[config.mk]
export PLATFORM = sky130hd
export DESIGN_NAME = mux4_rr_arbiter
export DESIGN_NICKNAME = d
export VERILOG_FILES = /design/src/rtl/mux4_rr_arbiter.sv
export SDC_FILE = /design/constraint.sdc
export NUM_CORES = 1
export LEC_CHECK = 0
export CORE_MARGIN = 10
export CORE_UTILIZATION = 46
export CTS_CLUSTER_SIZE = 28
export DETAILED_ROUTE_END_ITERATION = 12
export PLACE_DENSITY_LB_ADDON = 0.15
export SYNTH_ARGS = -nofsm -noshare
export SYNTH_HDL_FRONTEND = slang
export SYNTH_SLANG_ARGS = --single-unit
[constraint.sdc]
create_clock -name clk -period 2.07 [get_ports clk]
set_input_delay 0.3105 -clock clk [delete_from_list [all_inputs] [get_ports clk]]
set_output_delay 0.3105 -clock clk [all_outputs]
set_load 0.03 [all_outputs]
[src/rtl/mux4_rr_arbiter.sv]
// Round-robin owner selection for a shared 4:1 mux: picks one requester, drives
// the mux select and a one-hot grant, and releases on done, request drop or hold limit.
module mux4_rr_arbiter #(
    parameter int HOLD_MAX = 4,
    parameter int CNT_W    = 3
) (
    input  logic             clk,
    input  logic             rst_n,
    input  logic [3:0]       req,
    input  logic             done,
    output logic [1:0]       sel,
    output logic [3:0]       grant,
    output logic             busy,
    output logic [CNT_W-1:0] hold_cnt
);

    typedef enum logic {
        IDLE  = 1'b0,
        GRANT = 1'b1
    } state_t;

    localparam logic [CNT_W-1:0] LAST_CNT = CNT_W'(HOLD_MAX - 1);

    state_t     state;
    logic [1:0] ptr;
    logic [1:0] pick_idx;
    logic       rel;

    // First requester at or after ptr, wrapping 3 -> 0; caller checks req != 0.
    function automatic logic [1:0] rr_pick(input logic [3:0] r, input logic [1:0] p);
        logic [1:0] idx;
        logic [1:0] found_idx;
        logic       found;
        found     = 1'b0;
        found_idx = p;
        for (int k = 0; k < 4; k++) begin
            idx = p + 2'(k);
            if (r[idx] && !found) begin
                found     = 1'b1;
                found_idx = idx;
            end
        end
        return found_idx;
    endfunction

    always_comb begin
        pick_idx = rr_pick(req, ptr);
        rel      = done | ~req[sel] | (hold_cnt == LAST_CNT);
    end

    always_ff @(posedge clk) begin
        if (!rst_n) begin
            state    <= IDLE;
            sel      <= 2'b00;
            grant    <= 4'b0000;
            busy     <= 1'b0;
            hold_cnt <= '0;
            ptr      <= 2'b00;
        end else begin
            case (state)
                IDLE: begin
                    if (|req) begin
                        state    <= GRANT;
                        sel      <= pick_idx;
                        grant    <= 4'b0001 << pick_idx;
                        busy     <= 1'b1;
                        hold_cnt <= '0;
                    end
                end
                GRANT: begin
                    // Any mix of release causes collapses into one release and one ptr step.
                    if (rel) begin
                        state    <= IDLE;
                        grant    <= 4'b0000;
                        busy     <= 1'b0;
                        hold_cnt <= '0;
                        ptr      <= sel + 2'd1;
                    end else begin
                        hold_cnt <= hold_cnt + 1'b1;
                    end
                end
                default: begin
                    state <= IDLE;
                    grant <= 4'b0000;
                    busy  <= 1'b0;
                end
            endcase
        end
    end

    a_onehot : assert property (@(posedge clk) disable iff (!rst_n) $onehot0(grant));
    a_busy   : assert property (@(posedge clk) disable iff (!rst_n) ((grant != 4'b0000) == busy));
    a_sel    : assert property (@(posedge clk) disable iff (!rst_n) (busy -> (grant == (4'b0001 << sel))));

endmodule

* Yosys cells after proc, flatten, opt, wreduce, memory -nomap -nowiden
Index checks and enable logic that the tools add are counted.
** Word-level totals
- Flip-flop bits (word level) :: 13
- Input bits :: 7
- Output and inout port bits :: 10
- Logic and storage cells :: 62
** Cells by class
- Add/subtract/negate cells :: 5
- Magnitude comparators :: 5
- Eq/ne operators :: 3
- Shift operators :: 1
- Multiplexer cells :: 28
- Bitwise operators :: 4
- Reductions and logical operators :: 10
** Operators by type and width (number)
- $lt 2x3->1 const B :: 5
- $mux 1 :: 12
- $bmux 1 s2 :: 5
- $mux 4 :: 2
- $pmux 4 s2 :: 1
- $mux 2 :: 3
- $mux 3 :: 2
- $pmux 3 s2 :: 1
- $reduce_and 2->1 :: 3
- $add 2x1->2 const B :: 2
- $add 2x2->2 const B :: 2
- $pmux 1 s2 :: 2
- $reduce_or 4->1 :: 1
- $shl 1x2->4 const A :: 1
- $add 3x1->3 const B :: 1
- $eq 3x2->1 const B :: 1
- $logic_and 1x1->1 :: 3
- $logic_not 1->1 :: 3
- $ne 2x1->1 const B :: 1
- $ne 2x2->1 const B :: 1
- $not 1->1 :: 2
- $or 1x1->1 :: 2

* Depth between registers and ports, before layout
- Depth after elaboration :: 15
- Mapped depth :: 7
- Depth with buffers taken out :: 7

* Worst setup path before layout
OpenSTA, ideal clock, no wires.
- Kind :: register -> register
- Start point :: reg sel[1]
- End point :: reg grant[0]
- Library setup time :: 117 ps
- Data arrival time :: 1670 ps
- Data required time :: 1953 ps
- Path slack :: 282 ps
- Cell stages (with the launch flop) :: 6
- Path buffers :: 0
- Period minus slack after synthesis :: 1788 ps
- Path through :: dfxtp_1 > mux4_2 > nand3_2 > nand2b_4 > and2_4 > a32o_2
** Between the ends
- Cells in the longest elaborated chain, start to end :: 7
** RTL lines
- from (decl) :: RTL line 11 : output logic [1:0] sel,
- from (signal assigned) :: RTL line 64 : sel <= pick_idx;
- $bmux 1 s2 :: RTL line 48 : rel = done | ~req[sel] | (hold_cnt == LAST_CNT);
- $mux 1 (not written as such) :: RTL line 48
- $not 1->1 :: RTL line 48
- $or 1x1->1 (2 in series) :: RTL line 48
- $ne 2x1->1 (no line)
- $reduce_and 2->1 (no line)
- to (signal assigned) :: RTL line 65 : grant <= 4'b0001 << pick_idx;
- to (decl) :: RTL line 12 : output logic [3:0] grant,
No other way between the ends. The select of a mux whose other input is x is not followed.
A chain may end at the register's enable or synchronous reset.

* Final worst setup path
- Start point :: reg sel[1]
- End point :: out sel[1]
No word-level cell between the ends.

==> run metrics <==
outcome=complete, no violations; r2r endpoint=grant[0]; vias in the first global route=591; most frequent cells in the layout=clkdlybuf4s50_1, nor2_1, dfxtp_1; CTS Hold Bufs=0; Critical Path Source Type=register; Fillers=119; Critical R2R Launch=sel[1]; post_cts resized=0; met2 usage=15.8%; CTS tree=yes; port buffer count=16; Layout Skew=0.00645 ns; Peak supply drop=0.384 mV; H-tree Lvls=1; Clock Power Share=25.3%; pwr/cell area=689 nW/µm²; Antenna diodes=0; sequential-to-total area share from yosys stat=39.5%; final core utilization=67.3%; commonest non-fill, non-tap cell in the layout=clkdlybuf4s50_1; syn nets=84; total iterations of the first detailed-routing run=4; Crit-path slowest cell=clkdlybuf4s50_1; Max Freq=0.576 GHz; initial drt markers=16; Min Clock Period, post-route=1.74 ns; Pleak=0.362 nW; R2R depth=5; CP max FO=4; Reg area=260 µm²; Total Wirelength=1560 µm; reg-to-reg slack, setup=0.44 ns; Die Y=57.8 µm; total grt overflow=0; synthesized instance count=75; gr usage total=10.2%; GR peak layer=met2; final period utilization=83.9%; Sw Share=31.0%; Arrival @ worst endpoint=1.43 ns; CTS Buf Count=3; multi-input gate area in the final layout=383 µm²; Synth area leader=dfxtp_1; Pins Over Slew Limit=0; buffers and inverters on the worst path=1; Avg Inst Size Synth=8.78 µm²; Final Hold Viols=0; initial antenna violation count=0; wire per inst=13.8 µm; max-cap check violation count=0; Syn Std Cell Area=658 µm²; GP Congestion=0.820; RSZ-0062 raised after global routing=false; met3 Usage GRT=6.10%; share of layout cells above drive strength 1=15.3%; setup tns final=0 ns; Core ar.=1320 µm²; DR vias=619; NetSw=0.189 mW; clk_lat worst skew=0.28 ns; CTS max path bufs=2; largest stage delay on the critical path=0.71 ns; Worst-path clk slew=0.08 ns; first-pass GRT wire length=2750 µm; critical path type=register to output pin; Synth Register Bits=13; CTS sink cnt=13; Seq pwr share=47.2%; initial core utilization=50.0%; Worst Min Path Start=grant[1]; Root Buffer=clkbuf_4; Detail Route Antenna Nets=0; DIE AREA=3340 µm²; Max-slew headroom=72.4%; DP HPWL=1270 µm; hold path depth=2; synth top area cells=dfxtp_1, nor2_1, a21oi_1; Setup violations, final=0; count of boundary I/O pins=17; met1 usage=11.4%; Vias/cell=5.48; worst hold path type=register to register; Remaining DRCs=0; slew at the pin closest to its max-slew limit=0.410 ns; Internal Power=0.422 mW; site row count=13; count of cell types in the netlist=31; Top delay family on crit path=buffers and inverters; crit-path cells=clkdlybuf4s50_1; YS warnings=0; worst hold endpoint=grant[1]; largest net degree at the start of global routing=9; combinational power share=27.5%; width of the die=57.8 µm; post-synth top area share=39.5%; nets@finish=108; Post CTS Setup Buffer Count=0; critical path endpoint category=output pin; Area Growth Syn to Fin=34.8%; Worst EP required=1.76 ns
stage by stage:
step	cell area (µm²)	setup WS (ns)	power [mW]	hold WS, ns	instances
after floorplan	658	0.282	0.395	0.449	75
after global placement	860	0.0824	0.460	0.456	109
after detailed placement	860	0.0569	0.463	0.461	109
after CTS	887	0.323	0.622	0.481	113
after global routing	887	0.262	0.657	0.503	113
final	887	0.334	0.611	0.475	113
flip-flops by register name, indices dropped and copies added (netlist names):
signal,cells
busy,1
grant,4
hold_cnt,3
ptr,2
sel,2
state,1
final cells by class:
type,count,area share [%]
multi-input combinational,58,43.2
sequential,13,29.3
timing repair buffer,19,20.6
clock buffer,3,2.54
tap,15,2.12
inverter,4,1.69
clock inverter,1,0.564
power groups by stage:
stage	Combinational [mW]	Sequential, mW	Clock (mW)
CTS	0.169	0.289	0.164
global placement	0.166	0.294	0
global route	0.185	0.291	0.181
finish	0.168	0.289	0.155
detailed placement	0.168	0.295	0
floorplan	0.0779	0.317	0
synth_stat cells, drive strengths merged:
| master | count |
|---|---|
| a211oi | 1 |
| a21boi | 1 |
| a21o | 1 |
| a21oi | 5 |
| a22oi | 2 |
| a2bb2oi | 1 |
| a32o | 2 |
| and2 | 2 |
| and2b | 2 |
| dfxtp | 13 |
| ha | 2 |
| inv | 4 |
| mux4 | 1 |
| nand2 | 2 |
| nand2b | 3 |
| nand3 | 2 |
| nand3b | 1 |
| nand4 | 1 |
| nor2 | 15 |
| nor2b | 2 |
| nor3 | 1 |
| nor4 | 1 |
| o21ai | 5 |
| o31a | 1 |
| o31ai | 2 |
| or2 | 1 |
| xnor2 | 1 |
kinds of logic after synthesis:
group	count (synthesis)	synth area share, %
buf+inv	4	2.28
mux	1	3.42
flops	13	39.5
xor+xnor	1	1.33
compound gates	21	22.2
fa+ha+maj	2	3.80
simple gates	33	27.4
layer usage:
layer  vias to the layer above  share of wire [%]
li1                        315                  -
met2                        15                 47
met3                         2                8.4
met4                         0               0.90
met5                         -                  0
met1                       287                 44
worst max path at each step:
stage / start / end / depth (start not counted) / slack, ns
after floorplan: sel[1] / grant[0] / 5 / 0.28
after global placement: req[3] / grant[0] / 6 / 0.08
after detailed placement: req[3] / grant[0] / 6 / 0.06
after CTS: sel[1] / sel[1] / 1 / 0.32
after global routing: req[3] / grant[0] / 6 / 0.26
final: sel[1] / sel[1] / 1 / 0.33
(Power assumes the default switching activity.)
